`src/rtl/node_sequencer_pkg.sv`:
```
// node_pkg: constants, sample type and sequencer state encoding.
// It is shared by node_sequencer, its sample buffer and the node datapath.
package node_pkg;

    localparam int N_INPUTS = 64;   // samples per pass and buffer depth
    localparam int DATA_W   = 16;   // fixed-point sample width
    localparam int IDX_W    = 7;    // width of cnt_val and of the write pointer
    localparam int OUT_W    = 3;    // node activation output width

    typedef logic [DATA_W-1:0] sample_t;

    typedef enum logic [2:0] {
        ST_LOAD   = 3'd0,
        ST_CLEAR  = 3'd1,
        ST_ACCUM  = 3'd2,
        ST_SETTLE = 3'd3,
        ST_RESULT = 3'd4
    } seq_state_e;

endpackage

```
`src/rtl/node_sequencer_if.sv`:
```
// node_sequencer_if: the sample input stream and the result output stream.
// Both are valid/ready handshakes.
//   in_valid/in_ready/in_data    : samples into the sequencer
//   res_valid/res_ready/res_data : node activation result out of the sequencer
// master = environment side (upstream source plus downstream sink).
// slave  = node_sequencer side.
interface node_sequencer_if;
    import node_pkg::*;

    logic             in_valid;
    logic             in_ready;
    sample_t          in_data;
    logic             res_valid;
    logic             res_ready;
    logic [OUT_W-1:0] res_data;

    modport master (
        output in_valid, in_data, res_ready,
        input  in_ready, res_valid, res_data
    );

    modport slave (
        input  in_valid, in_data, res_ready,
        output in_ready, res_valid, res_data
    );

endinterface

```
`src/rtl/node_sequencer_sample_buffer.sv`:
```
// sample_buffer: N_INPUTS x DATA_W register array with one write port and
// full parallel read-out. Asynchronous active-low reset clears every entry.
//   clk, n_rst : clock, async active-low reset
//   we_i       : write enable
//   widx_i     : write index (entries 0..N_INPUTS-1)
//   wdata_i    : write data
//   data_o     : all entries, index-aligned
module sample_buffer
    import node_pkg::*;
(
    input  logic             clk,
    input  logic             n_rst,
    input  logic             we_i,
    input  logic [IDX_W-1:0] widx_i,
    input  sample_t          wdata_i,
    output sample_t          data_o [N_INPUTS]
);

    sample_t mem_q [N_INPUTS];

    // Decoded write: compare the full index so no pointer bit is left unused.
    always_ff @(posedge clk or negedge n_rst) begin
        if (!n_rst) begin
            for (int i = 0; i < N_INPUTS; i++) mem_q[i] <= '0;
        end else begin
            for (int i = 0; i < N_INPUTS; i++) begin
                if (we_i && (widx_i == IDX_W'(i))) mem_q[i] <= wdata_i;
            end
        end
    end

    assign data_o = mem_q;

endmodule

```
`src/rtl/node_sequencer.sv`:
```
// node_sequencer: stages N_INPUTS samples and drives one node MAC pass.
// It then returns the node activation over a valid/ready handshake.
//   clk, n_rst : clock, async active-low reset
//   flush      : synchronous abort back to LOAD; the partial pass is dropped
//   bus        : sample stream in, result stream out (slave modport)
//   data_out   : buffer contents, wired to node data_in
//   cnt_val    : MAC step index (acc_idx in ACCUM, otherwise 0)
//   start      : node hold control, 0 = accumulate, 1 = hold
//   reset_acc  : node accumulator clear, high only in CLEAR
//   node_out   : node activation, captured at the end of SETTLE
//   busy       : high from CLEAR through RESULT
module node_sequencer
    import node_pkg::*;
(
    input  logic             clk,
    input  logic             n_rst,
    input  logic             flush,
    node_sequencer_if.slave  bus,
    output sample_t          data_out [N_INPUTS],
    output logic [IDX_W-1:0] cnt_val,
    output logic             start,
    output logic             reset_acc,
    input  logic [OUT_W-1:0] node_out,
    output logic             busy
);

    localparam logic [IDX_W-1:0] LAST_IDX = IDX_W'(N_INPUTS - 1);

    seq_state_e       state_q, state_d;
    logic [IDX_W-1:0] wptr_q, wptr_d;
    logic [IDX_W-1:0] acc_idx_q, acc_idx_d;
    logic [OUT_W-1:0] res_data_q;
    logic             buf_we;
    logic             res_load;

    sample_buffer u_buf (
        .clk     (clk),
        .n_rst   (n_rst),
        .we_i    (buf_we),
        .widx_i  (wptr_q),
        .wdata_i (bus.in_data),
        .data_o  (data_out)
    );

    always_ff @(posedge clk or negedge n_rst) begin
        if (!n_rst) begin
            state_q    <= ST_LOAD;
            wptr_q     <= '0;
            acc_idx_q  <= '0;
            res_data_q <= '0;
        end else begin
            state_q   <= state_d;
            wptr_q    <= wptr_d;
            acc_idx_q <= acc_idx_d;
            if (res_load) res_data_q <= node_out;
        end
    end

    always_comb begin
        state_d      = state_q;
        wptr_d       = wptr_q;
        acc_idx_d    = acc_idx_q;
        buf_we       = 1'b0;
        res_load     = 1'b0;
        bus.in_ready = 1'b0;
        bus.res_valid = 1'b0;
        start        = 1'b1;
        reset_acc    = 1'b0;
        cnt_val      = '0;

        case (state_q)
            ST_LOAD: begin
                bus.in_ready = 1'b1;
                if (bus.in_valid) begin
                    buf_we = 1'b1;
                    if (wptr_q == LAST_IDX) begin
                        wptr_d  = '0;
                        state_d = ST_CLEAR;
                    end else begin
                        wptr_d = wptr_q + 1'b1;
                    end
                end
            end
            ST_CLEAR: begin
                reset_acc = 1'b1;
                acc_idx_d = '0;
                state_d   = ST_ACCUM;
            end
            ST_ACCUM: begin
                start   = 1'b0;
                cnt_val = acc_idx_q;
                if (acc_idx_q == LAST_IDX) begin
                    acc_idx_d = '0;
                    state_d   = ST_SETTLE;
                end else begin
                    acc_idx_d = acc_idx_q + 1'b1;
                end
            end
            ST_SETTLE: begin
                res_load = 1'b1;
                state_d  = ST_RESULT;
            end
            ST_RESULT: begin
                bus.res_valid = 1'b1;
                if (bus.res_ready) state_d = ST_LOAD;
            end
            default: state_d = ST_LOAD;
        endcase

        // Abort wins over every transition. A sample offered in the same
        // cycle is dropped, and a result handshake in the same cycle simply
        // completes.
        if (flush) begin
            state_d   = ST_LOAD;
            wptr_d    = '0;
            acc_idx_d = '0;
            buf_we    = 1'b0;
            res_load  = 1'b0;
        end
    end

    assign bus.res_data = res_data_q;
    assign busy         = (state_q != ST_LOAD);

endmodule

```
`src/flat_wrapper.sv`:
```
// flat-port wrapper written by rule: the top's interface ports become plain ports
module node_sequencer_flat import node_pkg::*;
  (clk, n_rst, flush, data_out, cnt_val, start, reset_acc, node_out, busy, bus_in_valid, bus_in_data, bus_res_ready, bus_in_ready, bus_res_valid, bus_res_data);
  node_sequencer_if bus_i ();
  input  logic clk;
  input  logic n_rst;
  input  logic flush;
  output sample_t data_out[N_INPUTS];
  output logic [IDX_W-1:0] cnt_val;
  output logic start;
  output logic reset_acc;
  input  logic [OUT_W-1:0] node_out;
  output logic busy;
  input wire logic [$bits(bus_i.in_valid)-1:0] bus_in_valid;
  input wire logic [$bits(bus_i.in_data)-1:0] bus_in_data;
  input wire logic [$bits(bus_i.res_ready)-1:0] bus_res_ready;
  output wire logic [$bits(bus_i.in_ready)-1:0] bus_in_ready;
  output wire logic [$bits(bus_i.res_valid)-1:0] bus_res_valid;
  output wire logic [$bits(bus_i.res_data)-1:0] bus_res_data;
  assign bus_i.in_valid = bus_in_valid;
  assign bus_i.in_data = bus_in_data;
  assign bus_i.res_ready = bus_res_ready;
  assign bus_in_ready = bus_i.in_ready;
  assign bus_res_valid = bus_i.res_valid;
  assign bus_res_data = bus_i.res_data;
  node_sequencer u_core (.clk(clk), .n_rst(n_rst), .flush(flush), .bus(bus_i), .data_out(data_out), .cnt_val(cnt_val), .start(start), .reset_acc(reset_acc), .node_out(node_out), .busy(busy));
endmodule
```
`config.mk`:
```
export PLATFORM = sky130hd
export DESIGN_NAME = node_sequencer_flat
export DESIGN_NICKNAME = d
export VERILOG_FILES = /design/src/rtl/node_sequencer_pkg.sv /design/src/rtl/node_sequencer_if.sv /design/src/rtl/node_sequencer_sample_buffer.sv /design/src/rtl/node_sequencer.sv /design/src/flat_wrapper.sv
export SDC_FILE = /design/constraint.sdc
export NUM_CORES = 1
export LEC_CHECK = 0
export BUFFER_PORTS_ARGS = -buffer_cell sky130_fd_sc_hd__buf_2
export CAP_MARGIN = 20
export CELL_PAD_IN_SITES_DETAIL_PLACEMENT = 1
export CELL_PAD_IN_SITES_GLOBAL_PLACEMENT = 1
export CORE_AREA = 5 5 412 414
export DETAILED_ROUTE_END_ITERATION = 8
export DIE_AREA = 0 0 417 419
export PLACE_DENSITY = 0.55
export SETUP_SLACK_MARGIN = 0.15
export SLEW_MARGIN = 10
export SYNTH_ARGS = -nofsm -noshare
export SYNTH_HDL_FRONTEND = slang
export SYNTH_HIERARCHICAL = 1
export SYNTH_SLANG_ARGS = --single-unit
```
`constraint.sdc`:
```
create_clock -name clk -period 4.2 [get_ports clk]
set_input_delay 0.42 -clock clk [delete_from_list [all_inputs] [get_ports clk]]
set_output_delay 0.42 -clock clk [all_outputs]
set_load 0.005 [all_outputs]
```
After elaboration in Yosys (flattened, before gate mapping)
Index checks and enable logic that the tools add are counted.

word-level totals
  bits in registers = 1,044
  output and inout port bits = 1,039
  word-level logic and storage cells = 237

operators by class
  add/subtract/negate cells = 2
  eq/ne operators = 72
  mux-type cells = 23
  reductions and logical operators = 72

operator list
  cell                                                              number
  7-bit by 6-bit == test with 1-bit output (second input constant)  33
  7-bit by 5-bit == test with 1-bit output (second input constant)  16
  1-bit logical AND                                                 64
  7-bit by 4-bit == test with 1-bit output (second input constant)  8
  7-bit two-way mux                                                 7
  7-bit by 3-bit == test with 1-bit output (second input constant)  4
  3-bit two-way mux                                                 5
  3-bit case mux with 5 select lines                                1
  7-bit by 1-bit adder with 7-bit output (second input constant)    2
  7-bit by 2-bit == test with 1-bit output (second input constant)  2
  7-bit case mux with 2 select lines                                1
  1-bit two-way mux                                                 9
  7-bit by 1-bit == test with 1-bit output (second input constant)  1
  7-bit logical NOT                                                 1
  3-bit by 2-bit == test with 1-bit output (second input constant)  2
  3-bit by 2-bit != test with 1-bit output (second input constant)  2
  3-bit != test (second input constant)                             2
  3-bit nonzero test                                                2
  4-bit AND reduction                                               1
  2-bit nonzero test                                                2
  3-bit by 1-bit == test with 1-bit output (second input constant)  1
  3-bit == test (second input constant)                             1
  3-bit logical NOT                                                 1
  2-bit AND reduction                                               1

Logic depth before layout (Yosys ltp)
  word-level depth = 5
  depth in mapped cells = 10
  gate-level depth less buffers = 5

Cells and area by module
The synthesis kept the hierarchy.

modules (own cells, without submodules)
  module          times used  cells each  area each (um^2)  seq. area each (um^2)
  sample_buffer   1           2,352       39,132.5          25,624.6
  node_sequencer  1           115         1,103.6           500.5

Least setup slack after synthesis
OpenSTA, ideal clock, no wires.

  path kind = reg2reg
  start point = register u_core.state_q[0]
  end point = register u_core.u_buf.mem_q, in the netlist u_core/u_buf/data_o[149]
  library setup time = 0.125 ns
  arrival = 2.824 ns
  setup slack = 1.251 ns
  stages on the path, launching flop included = 10
  path buffers = 4
  period minus slack after synthesis = 2.949 ns
  cells stage by stage = dfrtp_1 > buf_6 > or4b_4 > buf_2 > nor2_1 > buf_2 > nand4bb_1 > nor3_2 > buf_4 > mux2_2

on the way
  longest elaborated chain between the ends = 4

RTL lines
  element                         RTL line                            source
  start: declaration              node_sequencer.sv:29                seq_state_e state_q, state_d;
  start signal: assignment        node_sequencer.sv:52                state_q <= state_d;
  3-bit logical NOT               node_sequencer.sv:71                case (state_q)
  1-bit two-way mux               node_sequencer.sv:71
  1-bit two-way mux               node_sequencer.sv:113               if (flush) begin
  via u_core.buf_we               node_sequencer.sv:33                logic buf_we;
  1-bit logical AND               node_sequencer_sample_buffer.sv:27  if (we_i && (widx_i == IDX_W'(i))) mem_q[i] <= wdata_i;
  end signal: indexed assignment  node_sequencer_sample_buffer.sv:27
  end: declaration                node_sequencer_sample_buffer.sv:19  sample_t mem_q [N_INPUTS];

The timed path passes the listed nets, and every way through them passes these cells.
A chain may end at the register's enable or synchronous reset.

Final worst setup path
  start point = register u_core.state_q[0]
  end point = register u_core.u_buf.mem_q, in the netlist u_core/u_buf/data_o[208]

Same word-level chain as after synthesis.

==> impl_metrics.tcl <==
set metrics [dict create \
    antenna_found_initial 13 \
    ioPinCount 1063 \
    r2r_slack_ns 0.77 \
    via_count 25749 \
    min_path_cells 2 \
    rsz0062_at_grt "false" \
    layout-drive-gt1-share 0.6687 \
    nFillCells 17866 \
    cts_num_sinks 1044 \
    coreArea_um2 165900 \
    combPwrFrac 0.057 \
    leakagePower_nw 29.20 \
    slew_headroom 0.2449 \
    fmax_mhz 291.7 \
    critPathLaunchType "flop" \
    gp_congestion 0.7660 \
    r2r-end "u_core/u_buf/data_o[208]$_DFFE_PN0P_" \
    synth_flop_cell "dfrtp_1" \
    grt_pass1_wl_mm 227.3 \
    area_delta_synth_final_pct 30.00 \
    synth_top_area_share 0.6493 \
    cap_violations 0 \
    synthCells 2467 \
    synthTopCellsByArea "dfrtp_1 65%, mux2_2 28%, mux2_4 1.1%, clkbuf_1 1.0%, buf_2 0.67%" \
    seq_area_um2 26130 \
    setup_slack_ns 0.7714 \
    gr-usage-met1 0.2084 \
    vdd_drop_max_uv 348.1 \
    final_hold_viol_count 0 \
    worstHoldStart "bus_in_data[12]" \
    worstReg2RegStart "u_core/state_q[0]$_DFFE_PN0P_" \
    place_ws_ns 0.7511 \
    hold_slack_ns 0.1110 \
    synth-edff-count 0 \
    endpoint_kind "flop" \
    grt_usage 0.1827 \
    clockBufferDepth 3 \
    switching_share 0.2403 \
    seq_power_share 0.475 \
    drcViolationCount 0 \
    cts-root-buf "clkbuf_16" \
    ys_seq_area_frac 0.6493 \
    met3_usage 0.03624 \
    grt_max_degree 86 \
    cts-buffers-inserted 116 \
    hold_end "u_core/u_buf/data_o[540]$_DFFE_PN0P_" \
    syn_area_um2 40240 \
    postRouteAntennaNets 0 \
    grt_pass1_vias 27598 \
    synth_cell_types 57 \
    cp_data_arrival_time_ns 4.03 \
    drt_iter0_markers 1293 \
    multi_input_area_um2 13120 \
    finalSetupTns_ns 0 \
    layout_common_cells "1046 x buf_2, 1044 x dfrtp_1, 996 x mux2_2, 116 x clkbuf_16, 115 x buf_4" \
    htree_num_levels 3 \
    yosys_register_bits 1044 \
    place.port_buffers 1062 \
    maxSlewViolCount 0 \
    min_path_type "input port to flop" \
    wl_mm 164.6 \
    fin_crit_ns 3.429 \
    setup_viol 0 \
    status "completed" \
    fp.dieW_um 417 \
    final_cell_count_no_fill 5853 \
    gr-total-overflow 0 \
    clock_latency_ns 0.75 \
    finalNetCount 3580 \
    avgSynthCellArea_um2 16.31 \
    synth_fp_nets 2493 \
    power_frac_clock 0.467 \
    placedCellCount 5634 \
    met2_usage 0.3363 \
    critPathMaxFanout 16 \
    pwr_density_cell_nw_per_um2 420.2 \
    worst_pin_slew_ns 1.133 \
    start_util 0.2425 \
    grt_busiest_layer "met2" \
    criticalPathCategory "flop to flop" \
    fin_skew_ns 0.03595 \
    drt-pass1-iter-count 4 \
    layout_commonest_cell "buf_2" \
    p_sw_w 0.005281 \
    r2r_cells 8 \
    intPower_w 0.01670 \
    wl_per_cell_um 28.12 \
    die_area_um2 174700 \
    async_flop_share 1.000 \
    yosysWarnings 6 \
    die_y_um 419 \
    clk_pin_slew_worst_paths_ns 0.06 \
    dpl.hpwl_mm 114.3 \
    avgViaCountPerCell 4.399 \
    fin_crit_sh 0.8163 \
    cp.required_ns 4.80 \
    rows 150 \
    yosysTopAreaCell "dfrtp_1" \
    cts_tree "yes" \
]
cell usage after synthesis, types with 8 or more instances:
cell      number
dfrtp_1     1044
mux2_2       996
clkbuf_1     108
buf_2         54
mux2_4        29
nand2_1       27
buf_4         25
buf_1         16
nor2_4        11
nand3_1       10
nor2_2         9
inv_1          8
nor2_1         8
nor3_2         8
state kept, by name, indices dropped and copies added, names as in the netlist:
signal and count:
u_core/acc_idx_q 7, u_core/u_buf/data_o 1024, u_core/state_q 3, u_core/wptr_q 7, u_core/bus.res_data 3
worst max-delay path, cell delays in order, from the launching register on:
cell	delay [ns]
dfrtp_1	0.36
buf_4	0.17
or4b_4	0.62
nor2_2	0.40
buf_4	0.30
or4b_4	0.54
nor3_4	0.17
buf_4	0.34
mux2_2	0.38
power groups by stage:
stage | Combinational, W | Sequential (W) | Clock (W)
2_1_floorplan | 0.000375 | 0.0106 | 0
3_3_place_gp | 0.00130 | 0.0106 | 0
3_5_place_dp | 0.00131 | 0.0106 | 0
4_1_cts | 0.00132 | 0.0104 | 0.0106
5_1_grt | 0.00137 | 0.0105 | 0.0110
6_report | 0.00126 | 0.0104 | 0.0103
cells by family (layout without fill, tap and decap cells):
kind of cell | after synthesis | after routing | synth area share
flops | 1044 | 1044 | 0.6493
mux | 1028 | 1028 | 0.2904
buf+inv | 219 | 1395 | 0.02612
simple gates | 149 | 149 | 0.02923
compound gates | 23 | 23 | 0.003918
fa+ha+maj | 2 | 2 | 0.0006218
xor+xnor | 2 | 2 | 0.0004354
other cells | 0 | 6 | 0
what timing repair did:
| item | in CTS | in global routing |
|---|---|---|
| endpoints found under the setup margin | 0 | 0 |
| gates resized for setup | 0 | 0 |
| endpoints found under the hold margin | 70 | 0 |
| hold buffers | 6 | 0 |
| buffers inserted | 0 | 0 |
stage by stage:
| stage | instance area (um^2) | total power, W | utilization |
|---|---|---|---|
| floorplan | 40240 | 0.01101 | - |
| detailed placement | 48390 | 0.01193 | 0.2917 |
| global route | 52290 | 0.02288 | 0.3152 |
| finish | 52310 | 0.02198 | 0.3153 |
| CTS | 52290 | 0.02239 | 0.3152 |
| global placement | 48390 | 0.01191 | 0.2917 |
final cells by class:
| type | count | area share |
|---|---|---|
| Antenna cell | 6 | 0.0002870 |
| Clock buffer | 179 | 0.06671 |
| Clock inverter | 28 | 0.006793 |
| Inverter | 8 | 0.0005741 |
| Multi-Input combinational cell | 1204 | 0.2509 |
| Sequential cell | 1044 | 0.4994 |
| Tap cell | 2204 | 0.05272 |
| Timing Repair Buffer | 1180 | 0.1226 |
how the worst max path moves through the flow:
stage / start / endpoint / slack, ns / cells past startpoint
3_5_place_dp: u_core/state_q[0]$_DFFE_PN0P_ / u_core/u_buf/data_o[208]$_DFFE_PN0P_ / 0.75 / 8
3_3_place_gp: u_core/state_q[0]$_DFFE_PN0P_ / u_core/u_buf/data_o[212]$_DFFE_PN0P_ / 0.79 / 8
2_1_floorplan: u_core/state_q[0]$_DFFE_PN0P_ / u_core/u_buf/data_o[149]$_DFFE_PN0P_ / 1.25 / 9
5_1_grt: u_core/state_q[0]$_DFFE_PN0P_ / u_core/u_buf/data_o[212]$_DFFE_PN0P_ / 0.62 / 8
4_1_cts: u_core/state_q[0]$_DFFE_PN0P_ / u_core/u_buf/data_o[208]$_DFFE_PN0P_ / 0.71 / 8
6_report: u_core/state_q[0]$_DFFE_PN0P_ / u_core/u_buf/data_o[208]$_DFFE_PN0P_ / 0.77 / 8
layer usage:
layer | wire length (um) | up-vias
met1 | 61860 | 13936
met2 | 87940 | 715
met3 | 8490 | 235
li1 | - | 10863
met5 | 0 | -
met4 | 6310 | 0
No activity file was read; power rests on OpenSTA's default activity.
